<file path="src/rtl/alu_seq.sv">
// Handshaked sequential ALU: registered single-cycle ops, iterative shift-add
// multiplier with double-width product, status flags and illegal-opcode reporting.
module alu_seq #(
  parameter int WIDTH = 4,
  parameter int SHW   = $clog2(WIDTH)
) (
  input  logic             clk,
  input  logic             rst_n,
  input  logic             in_valid,
  output logic             in_ready,
  input  logic [3:0]       op,
  input  logic [WIDTH-1:0] a,
  input  logic [WIDTH-1:0] b,
  output logic             out_valid,
  input  logic             out_ready,
  output logic [WIDTH-1:0] result_lo,
  output logic [WIDTH-1:0] result_hi,
  output logic             flag_z,
  output logic             flag_n,
  output logic             flag_c,
  output logic             flag_v,
  output logic             flag_err
);

  localparam logic [3:0] OP_ADD = 4'h0;
  localparam logic [3:0] OP_SUB = 4'h1;
  localparam logic [3:0] OP_MUL = 4'h2;
  localparam logic [3:0] OP_AND = 4'h4;
  localparam logic [3:0] OP_OR  = 4'h5;
  localparam logic [3:0] OP_XOR = 4'h6;
  localparam logic [3:0] OP_NOR = 4'h7;
  localparam logic [3:0] OP_SLL = 4'h8;
  localparam logic [3:0] OP_SRL = 4'h9;
  localparam logic [3:0] OP_ROL = 4'hA;
  localparam logic [3:0] OP_SWP = 4'hB;

  localparam int               HALF     = WIDTH / 2;
  localparam logic [WIDTH-1:0] W_VAL    = WIDTH'(WIDTH);
  localparam logic [SHW-1:0]   LAST_CNT = SHW'(WIDTH - 1);

  typedef enum logic [1:0] {
    S_IDLE = 2'd0,
    S_MUL  = 2'd1,
    S_DONE = 2'd2
  } state_t;

  state_t             state_r;
  state_t             state_nxt_s;
  logic               accept_s;
  logic [WIDTH-1:0]   lo_s;
  logic               c_s;
  logic               v_s;
  logic               err_s;
  logic [WIDTH:0]     sum_s;
  logic [WIDTH:0]     diff_s;
  logic [WIDTH-1:0]   rot_s;
  logic [2*WIDTH-1:0] mcand_r;
  logic [WIDTH-1:0]   mplier_r;
  logic [2*WIDTH-1:0] acc_r;
  logic [2*WIDTH-1:0] addend_s;
  logic [2*WIDTH-1:0] acc_nxt_s;
  logic [SHW-1:0]     cnt_r;

  assign accept_s  = in_valid && in_ready;
  assign addend_s  = mplier_r[0] ? mcand_r : {(2*WIDTH){1'b0}};
  assign acc_nxt_s = acc_r + addend_s;

  // State register
  always_ff @(posedge clk) begin
    if (!rst_n) begin
      state_r <= S_IDLE;
    end else begin
      state_r <= state_nxt_s;
    end
  end

  // Next-state logic
  always_comb begin
    state_nxt_s = state_r;
    case (state_r)
      S_IDLE: begin
        if (accept_s) begin
          state_nxt_s = (op == OP_MUL) ? S_MUL : S_DONE;
        end else begin
          state_nxt_s = S_IDLE;
        end
      end
      S_MUL: begin
        if (cnt_r == LAST_CNT) begin
          state_nxt_s = S_DONE;
        end else begin
          state_nxt_s = S_MUL;
        end
      end
      S_DONE: begin
        if (accept_s) begin
          state_nxt_s = (op == OP_MUL) ? S_MUL : S_DONE;
        end else if (out_ready) begin
          state_nxt_s = S_IDLE;
        end else begin
          state_nxt_s = S_DONE;
        end
      end
      default: state_nxt_s = S_IDLE;
    endcase
  end

  // Handshake outputs decoded from the state register
  always_comb begin
    in_ready  = (state_r == S_IDLE) || ((state_r == S_DONE) && out_ready);
    out_valid = (state_r == S_DONE);
  end

  // Single-cycle operation results and flags
  always_comb begin
    lo_s   = {WIDTH{1'b0}};
    c_s    = 1'b0;
    v_s    = 1'b0;
    err_s  = 1'b0;
    sum_s  = {1'b0, a} + {1'b0, b};
    diff_s = {1'b0, a} - {1'b0, b};
    rot_s  = b % W_VAL;
    case (op)
      OP_ADD: begin
        lo_s = sum_s[WIDTH-1:0];
        c_s  = sum_s[WIDTH];
        v_s  = (a[WIDTH-1] == b[WIDTH-1]) && (sum_s[WIDTH-1] != a[WIDTH-1]);
      end
      OP_SUB: begin
        lo_s = diff_s[WIDTH-1:0];
        c_s  = diff_s[WIDTH];
        v_s  = (a[WIDTH-1] != b[WIDTH-1]) && (diff_s[WIDTH-1] != a[WIDTH-1]);
      end
      OP_MUL: lo_s = {WIDTH{1'b0}};
      OP_AND: lo_s = a & b;
      OP_OR:  lo_s = a | b;
      OP_XOR: lo_s = a ^ b;
      OP_NOR: lo_s = ~(a | b);
      OP_SLL: begin
        if (b >= W_VAL) begin
          lo_s = {WIDTH{1'b0}};
        end else begin
          lo_s = a << b;
        end
      end
      OP_SRL: begin
        if (b >= W_VAL) begin
          lo_s = {WIDTH{1'b0}};
        end else begin
          lo_s = a >> b;
        end
      end
      OP_ROL: lo_s = (a << rot_s) | (a >> (W_VAL - rot_s));
      OP_SWP: lo_s = {a[HALF-1:0], a[WIDTH-1:HALF]};
      default: err_s = 1'b1;
    endcase
  end

  // Operand capture, multiplier iteration and result registers
  always_ff @(posedge clk) begin
    if (!rst_n) begin
      mcand_r   <= {(2*WIDTH){1'b0}};
      mplier_r  <= {WIDTH{1'b0}};
      acc_r     <= {(2*WIDTH){1'b0}};
      cnt_r     <= {SHW{1'b0}};
      result_lo <= {WIDTH{1'b0}};
      result_hi <= {WIDTH{1'b0}};
      flag_z    <= 1'b0;
      flag_n    <= 1'b0;
      flag_c    <= 1'b0;
      flag_v    <= 1'b0;
      flag_err  <= 1'b0;
    end else if (accept_s) begin
      if (op == OP_MUL) begin
        mcand_r  <= {{WIDTH{1'b0}}, a};
        mplier_r <= b;
        acc_r    <= {(2*WIDTH){1'b0}};
        cnt_r    <= {SHW{1'b0}};
      end else begin
        // Illegal ops leave lo_s at zero, which also raises flag_z
        result_lo <= lo_s;
        result_hi <= {WIDTH{1'b0}};
        flag_z    <= (lo_s == {WIDTH{1'b0}});
        flag_n    <= lo_s[WIDTH-1];
        flag_c    <= c_s;
        flag_v    <= v_s;
        flag_err  <= err_s;
      end
    end else if (state_r == S_MUL) begin
      acc_r    <= acc_nxt_s;
      mcand_r  <= mcand_r << 1;
      mplier_r <= mplier_r >> 1;
      cnt_r    <= cnt_r + 1'b1;
      if (cnt_r == LAST_CNT) begin
        result_lo <= acc_nxt_s[WIDTH-1:0];
        result_hi <= acc_nxt_s[2*WIDTH-1:WIDTH];
        flag_z    <= (acc_nxt_s == {(2*WIDTH){1'b0}});
        flag_n    <= acc_nxt_s[2*WIDTH-1];
        flag_c    <= |acc_nxt_s[2*WIDTH-1:WIDTH];
        flag_v    <= 1'b0;
        flag_err  <= 1'b0;
      end else begin
        result_lo <= result_lo;
      end
    end else begin
      result_lo <= result_lo;
    end
  end

endmodule

</file>
<file path="config.mk">
export PLATFORM = sky130hd
export DESIGN_NAME = alu_seq
export DESIGN_NICKNAME = d
export VERILOG_FILES = /design/src/rtl/alu_seq.sv
export SDC_FILE = /design/constraint.sdc
export NUM_CORES = 1
export LEC_CHECK = 0
export BUFFER_PORTS_ARGS = -buffer_cell sky130_fd_sc_hd__clkbuf_2
export CORE_UTILIZATION = 62
export CTS_BUF_LIST = sky130_fd_sc_hd__clkbuf_2 sky130_fd_sc_hd__clkbuf_4 sky130_fd_sc_hd__clkbuf_8
export CTS_CLUSTER_SIZE = 14
export DETAILED_ROUTE_END_ITERATION = 16
export PLACE_DENSITY = 0.88
export SLEW_MARGIN = 5
export SYNTH_ARGS = -nofsm -noshare
export SYNTH_HDL_FRONTEND = slang
export SYNTH_SLANG_ARGS = --single-unit
</file>
<file path="constraint.sdc">
create_clock -name clk -period 3.1 [get_ports clk]
set_input_delay 0.155 -clock clk [delete_from_list [all_inputs] [get_ports clk]]
set_output_delay 0.155 -clock clk [all_outputs]
set_load 0.01 [all_outputs]
</file>
==> results of run 1 <==
[state kept, by name (all words and copies together) (netlist names)]
name       count
acc_r          8
mcand_r        8
mplier_r       4
result_hi      4
result_lo      4
cnt_r          2
state_r        2
flag_c         1
flag_err       1
flag_n         1
flag_v         1
flag_z         1
[per-layer routing]
layer | up-vias | track usage [%] | share of wire [%]
li1 | 1471 | - | -
met1 | 1445 | 41.19 | 42
met2 | 149 | 51.03 | 48
met3 | 24 | 6.077 | 7.6
met4 | 0 | 13.29 | 2.6
met5 | - | 0 | 0
[layout make-up]
| type | count | area (µm²) |
|---|---|---|
| timing repair buffer | 35 | 187.7 |
| inverter | 19 | 71.32 |
| tap | 67 | 83.83 |
| sequential | 37 | 740.7 |
| clock inverter | 2 | 13.76 |
| clock buffer | 6 | 82.58 |
| fill | 419 | 1428 |
| multi-input combinational | 313 | 2178 |
[worst max-delay path, cell delays in order (launching register included)]
cell and delay, ns:
dfxtp_1 0.47, and2_1 0.17, ha_1 0.27, a21oi_1 0.29, a2bb2oi_1 0.24, a21oi_1 0.14, xnor2_1 0.37, a21oi_1 0.15
nor4b_2 0.21
[worst max path at each step]
stage / slack (ns) / cells past startpoint / endpoint
detailed placement: 0.56 / 9 / flag_n$_SDFFE_PN0P_
global route: 0.49 / 7 / flag_z$_SDFFE_PN0P_
CTS: 0.71 / 8 / flag_n$_SDFFE_PN0P_
finish: 0.69 / 8 / flag_n$_SDFFE_PN0P_
global placement: 0.64 / 9 / flag_n$_SDFFE_PN0P_
floorplan: 0.79 / 10 / flag_n$_SDFFE_PN0P_
[synth_stat cells, drive strengths merged (6+ instances only)]
| cell | n |
|---|---|
| nand2 | 40 |
| a21oi | 32 |
| nor2 | 25 |
| a21boi | 6 |
| dfxtp | 37 |
| clkbuf | 16 |
| o21ai | 15 |
| o211ai | 6 |
| nand3 | 19 |
| a22oi | 8 |
| a311oi | 6 |
| inv | 19 |
| nor2b | 14 |
| nand2b | 8 |
| buf | 11 |
| ha | 25 |
| and2 | 13 |
[cell usage in the layout (no fill, tap or decap), types with 3 or more instances in the layout]
cell type / instances
nand2_1: 39
a22oi_1: 8
a21oi_1: 31
mux2i_1: 4
nor3_1: 5
xor2_1: 4
a21boi_0: 6
or4_1: 3
o31ai_1: 4
o21ai_0: 15
nor2_1: 25
inv_1: 18
dfxtp_1: 37
a31oi_1: 5
and2_1: 13
nand2b_1: 8
nand3_1: 19
o211ai_1: 6
a311oi_2: 4
a21o_1: 3
nor2b_1: 14
o21a_1: 3
buf_4: 5
a211oi_1: 5
clkbuf_2: 30
xnor2_1: 4
clkbuf_8: 6
and3_1: 5
nor4b_1: 3
ha_1: 25
fa_1: 3
or3_1: 3
[per-stage QoR]
stage	cell area, µm²	utilization [%]	std cells
after floorplan	3131	-	396
after global placement	3262	68.16	471
after detailed placement	3262	68.16	471
after CTS	3358	70.17	479
after global routing	3358	70.17	479
final	3358	70.17	479
[power groups by stage]
| stage | registers [µW] | logic, µW | clock network (µW) |
|---|---|---|---|
| CTS | 497 | 248 | 367 |
| global placement | 508 | 242 | 0 |
| detailed placement | 508 | 247 | 0 |
| finish | 498 | 252 | 364 |
| floorplan | 510 | 174 | 0 |
| global route | 499 | 275 | 392 |
[cells by family (layout without fill, tap and decap cells)]
| group | Yosys count | count (layout) | synth area share, % |
|---|---|---|---|
| mux | 6 | 6 | 2.358 |
| compound gates | 113 | 113 | 25.14 |
| flops | 37 | 37 | 23.66 |
| buf+inv | 46 | 62 | 6.754 |
| fa+ha+maj | 28 | 28 | 11.91 |
| xor+xnor | 8 | 8 | 2.238 |
| simple gates | 158 | 158 | 27.94 |
==> results.sh, run 1 <==
export IMPL_finalWeightedCongestion=0.9457
export IMPL_critPathRequiredTime_ns=3.31
export IMPL_cts_tree="done"
export IMPL_p_per_area_mw_per_mm2=331.7
export IMPL_drive_gt1_share_pct=14.56
export IMPL_sequentialPowerShare_pct=44.7
export IMPL_grt_pass1_vias=2710
export IMPL_cp_max_fo=9
export IMPL_netlist_instances=396
export IMPL_outcome="finished clean"
export IMPL_hold_slack_ns=0.2324
export IMPL_netlist_area_leader_share_pct=23.66
export IMPL_synth_nets=440
export IMPL_clock_fmax_mhz=414.6
export IMPL_synth_area_per_cell_um2=7.905
export IMPL_place_hpwl_mm=5.795
export IMPL_root_buffer="clkbuf_8"
export IMPL_ys_types=72
export IMPL_finalSetupTns_ns=0
export IMPL_rows=25
export IMPL_worst_pin_slew_ns=0.8735
export IMPL_avgViaCountPerCell=6.449
export IMPL_finalCritPeriodShare_pct=77.81
export IMPL_io_buffers=30
export IMPL_grt_pass1_wl_mm=12.90
export IMPL_hold_viol=0
export IMPL_drt_initial_drc_count=234
export IMPL_worst_r2r_path_depth=8
export IMPL_synth_edf_count=0
export IMPL_drv_slew=0
export IMPL_die_h_um=73.06
export IMPL_r2r_end="flag_n$_SDFFE_PN0P_"
export IMPL_start_util_pct=65.41
export IMPL_syn_area_mm2=0.003131
export IMPL_synth_async_reset_ratio_pct=0
export IMPL_htree_levels=2
export IMPL_cp_start_kind="flip-flop"
export IMPL_cts_sinks=37
export IMPL_core_area_mm2=0.004786
export IMPL_critical_path_class="flip-flop to flip-flop"
export IMPL_hp_start="b[3]"
export IMPL_arrival_ns=2.62
export IMPL_ys_seq_area_share_pct=23.66
export IMPL_die_area_mm2=0.005337
export IMPL_synth_area_leaders="dfxtp_1 24%, ha_1 10%, a21oi_1 5.0%"
export IMPL_clk_latency_ns=0.30
export IMPL_antenna_left=0
export IMPL_timing_rr_start="mplier_r[0]$_SDFFE_PN0P_"
export IMPL_ctsResizeCount=0
export IMPL_clk_pin_slew_ns=0.08
export IMPL_setup_slack_ns=0.6879
export IMPL_slew_headroom_pct=41.77
export IMPL_p_sw_share_pct=31.27
export IMPL_yosysWarnings=0
export IMPL_synth_top_cell_by_area="dfxtp_1"
export IMPL_dieWidth_um=73.06
export IMPL_wl_per_cell_um=16.89
export IMPL_grt_ovfl_total=0
export IMPL_vias=3089
export IMPL_ys_seq_elements=37
export IMPL_endpoint_kind="flip-flop"
export IMPL_cell_internal_pwr_uw=765.6
export IMPL_numCtsBuffers=5
export IMPL_fin_nets=455
export IMPL_wirelength_mm=8.090
export IMPL_setup_viol=0
export IMPL_drv_cap=0
export IMPL_period_needed_ns=2.412
export IMPL_grt_max_degree=30
export IMPL_cts_buffer_depth=2
export IMPL_drcViolationCount=0
export IMPL_switchingPower_uw=348.3
export IMPL_fin_skew_ns=0.01365
export IMPL_cp_startpoint="mplier_r[0]$_SDFFE_PN0P_"
export IMPL_min_path_cells=3
export IMPL_grt_usage_pct=31.64
export IMPL_dp_slack_ns=0.5588
export IMPL_combPwrFrac_pct=22.6
export IMPL_regToRegSetupSlack_ns=0.69
export IMPL_rsz0062_at_grt="false"
export IMPL_hold_class="input pin to flip-flop"
export IMPL_synthFlopType="dfxtp_1"
export IMPL_drt_pass1_iterations=5
export IMPL_post_cts_repair_setup_buffers=0
export IMPL_n_antenna_cell=0
export IMPL_ir_worst_vdd_v=0.0001996
export IMPL_min_to="mplier_r[3]$_SDFFE_PN0P_"
export IMPL_hold_buffers=0
export IMPL_p_leak_uw=0.001350
export IMPL_area_growth_pct=7.274
export IMPL_fin_total_pwr_uw=1114
export IMPL_p_clk_share_pct=32.7
export IMPL_ios=31
export IMPL_antenna_found_initial=0
(Power assumes the default switching activity.)
==> run 2: changes to the inputs <==
- clock period: 3.1 -> 2.51 ns (I/O delays scaled with it)
==> run 2 against run 1 <==
  * Non-clock buffer count grew 7
  * Clock power grew 13%
  * Worst setup slack got worse by 0.46 ns
  * Worst hold slack got worse by 0.032 ns
  * Final area up 1.6%
  * Critical path depth decreased by 1
  * Clock-buffer cell count is 1 lower
  * Power increased by 21%
  * First-iteration DRC count rose by 26%
  * Global-route usage grew 0.27 points
  * Via count is 0.13% lower
  * Core utilization up 1.2 points
==> results.sh, run 2 (synthesis gave the netlist of run 1 again) <==
export IMPL_outcome="finished clean"
export IMPL_area_growth_pct=9.033
export IMPL_grt_pass1_wl_mm=13.24
export IMPL_cp_max_fo=3
export IMPL_stdcell_area_mm2=0.003413
export IMPL_cp_start_kind="flip-flop"
export IMPL_critical_path_class="flip-flop to flip-flop"
export IMPL_grt_busiest_layer="met2"
export IMPL_drt_pass1_iterations=5
export IMPL_final_common_cell="nand2_1"
export IMPL_setup_slack_ns=0.2267
export IMPL_core_area_mm2=0.004786
export IMPL_drv_cap=0
export IMPL_die_area_mm2=0.005337
export IMPL_drt_initial_drc_count=296
export IMPL_hold_class="input pin to flip-flop"
export IMPL_drive_gt1_share_pct=16.71
export IMPL_met1_usage_pct=39.00
export IMPL_hold_slack_ns=0.2000
export IMPL_cts_buffer_depth=2
export IMPL_avgViaCountPerCell=6.348
export IMPL_numCtsBuffers=5
export IMPL_period_needed_ns=2.283
export IMPL_grt_usage_pct=31.91
export IMPL_cts_sinks=37
export IMPL_arrival_ns=2.49
export IMPL_critPathRequiredTime_ns=2.72
export IMPL_finalSetupTns_ns=0
export IMPL_slew_headroom_pct=41.60
export IMPL_met3_usage_pct=4.834
export IMPL_hold_buffers=0
export IMPL_wirelength_mm=7.912
export IMPL_vias=3085
export IMPL_clk_pin_slew_ns=0.07
export IMPL_hp_start="b[3]"
export IMPL_drv_slew=0
export IMPL_rows=25
export IMPL_clock_fmax_mhz=438.0
export IMPL_min_to="mplier_r[3]$_SDFFE_PN0P_"
export IMPL_max_stage_delay_ns=0.53
export IMPL_grtUsageMet2_pct=55.25
export IMPL_io_buffers=30
export IMPL_grt_max_degree=23
export IMPL_regToRegSetupSlack_ns=0.23
export IMPL_p_per_area_mw_per_mm2=394.4
export IMPL_drcViolationCount=0
export IMPL_ir_worst_vdd_v=0.0002161
export IMPL_dpl_cell_area_mm2=0.003314
export IMPL_grt_ovfl_total=0
export IMPL_finalWeightedCongestion=0.9874
export IMPL_setup_viol=0
export IMPL_root_buffer="clkbuf_8"
export IMPL_die_h_um=73.06
export IMPL_antenna_left=0
export IMPL_dp_slack_ns=0.1885
export IMPL_rsz0062_at_grt="false"
export IMPL_worst_r2r_path_depth=7
export IMPL_wl_per_cell_um=16.28
export IMPL_r2r_end="flag_z$_SDFFE_PN0P_"
export IMPL_critical_path_cell_chain="and2_1 > ha_1 > fa_1 > or4_1 > nor4b_1 > a31oi_1 > o31ai_1"
export IMPL_place_hpwl_mm=6.017
export IMPL_dieWidth_um=73.06
export IMPL_hold_viol=0
export IMPL_antenna_found_initial=0
export IMPL_finalCritPeriodShare_pct=90.97
export IMPL_cts_tree="done"
export IMPL_timing_rr_start="mcand_r[0]$_SDFFE_PN0P_"
export IMPL_start_util_pct=65.41
export IMPL_post_cts_repair_setup_buffers=0
export IMPL_endpoint_kind="flip-flop"
export IMPL_cp_startpoint="mcand_r[0]$_SDFFE_PN0P_"
export IMPL_grt_pass1_vias=2912
export IMPL_top_regs="acc_r x8, mcand_r x8"
export IMPL_min_path_cells=3
export IMPL_fin_skew_ns=0.005277
export IMPL_p_leak_uw=0.001387
export IMPL_slowest_stage="or4_1"
export IMPL_worst_pin_slew_ns=0.8760
export IMPL_ctsResizeCount=0
export IMPL_htree_levels=2
export IMPL_fin_nets=462
export IMPL_n_antenna_cell=0
export IMPL_ios=31
export IMPL_clk_latency_ns=0.29
export IMPL_most_common_layout_cells="39 x nand2_1, 36 x dfxtp_1, 30 x a21oi_1, 30 x clkbuf_2"
[run 2: cell types whose count changed in the layout (fill, tap and decap cells not counted), sizes merged]
cell,change
clkbuf,-1
buf,+7
clkinvlp,+1
[run 2: worst max-delay path, delay by kind of cell (launching register included)]
family                   cells  cell delay (ns)
AO/OA/AOI/OAI                2             0.20
adder cells (fa/ha/maj)      2             0.69
AND/OR/NAND/NOR              3             0.97
flip-flops                   1             0.34
[run 2: report_power, final]
| part | internal [µW] | switching, µW |
|---|---|---|
| clock network | 192 | 221 |
| logic | 127 | 192 |
| registers | 603 | 12.0 |
| total | 922 | 424 |
[run 2: metrics by stage]
stage          power (µW)  utilization, %  instances
3_5_place_dp        940.5           69.25        478
3_3_place_gp        930.0           69.25        478
6_report             1346           71.32        486
2_1_floorplan       844.8               -        396
4_1_cts              1342           71.06        486
5_1_grt              1404           71.32        486
[run 2: area by class of cell]
cell class                 instances  area [µm²]
multi-input combinational        313        2190
fill                             382        1373
sequential                        37       742.0
timing repair buffer              42       240.2
tap                               67       83.83
inverter                          19       71.32
clock buffer                       5       68.82
clock inverter                     3       17.52
[run 2: how the worst max path moves through the flow]
stage / to / slack, ns / cells past startpoint
after detailed placement: flag_z$_SDFFE_PN0P_ / 0.19 / 7
after floorplan: flag_n$_SDFFE_PN0P_ / 0.23 / 10
final: flag_z$_SDFFE_PN0P_ / 0.23 / 7
after global routing: flag_z$_SDFFE_PN0P_ / 0.07 / 7
after global placement: flag_c$_SDFFE_PN0P_ / 0.24 / 8
after CTS: flag_z$_SDFFE_PN0P_ / 0.17 / 7
[run 2: metal layers]
metal / part of all wire (%) / wire length (µm)
met3: 8.0 / 633
met1: 41 / 3229
met2: 49 / 3884
met5: 0 / 0
met4: 2.1 / 165
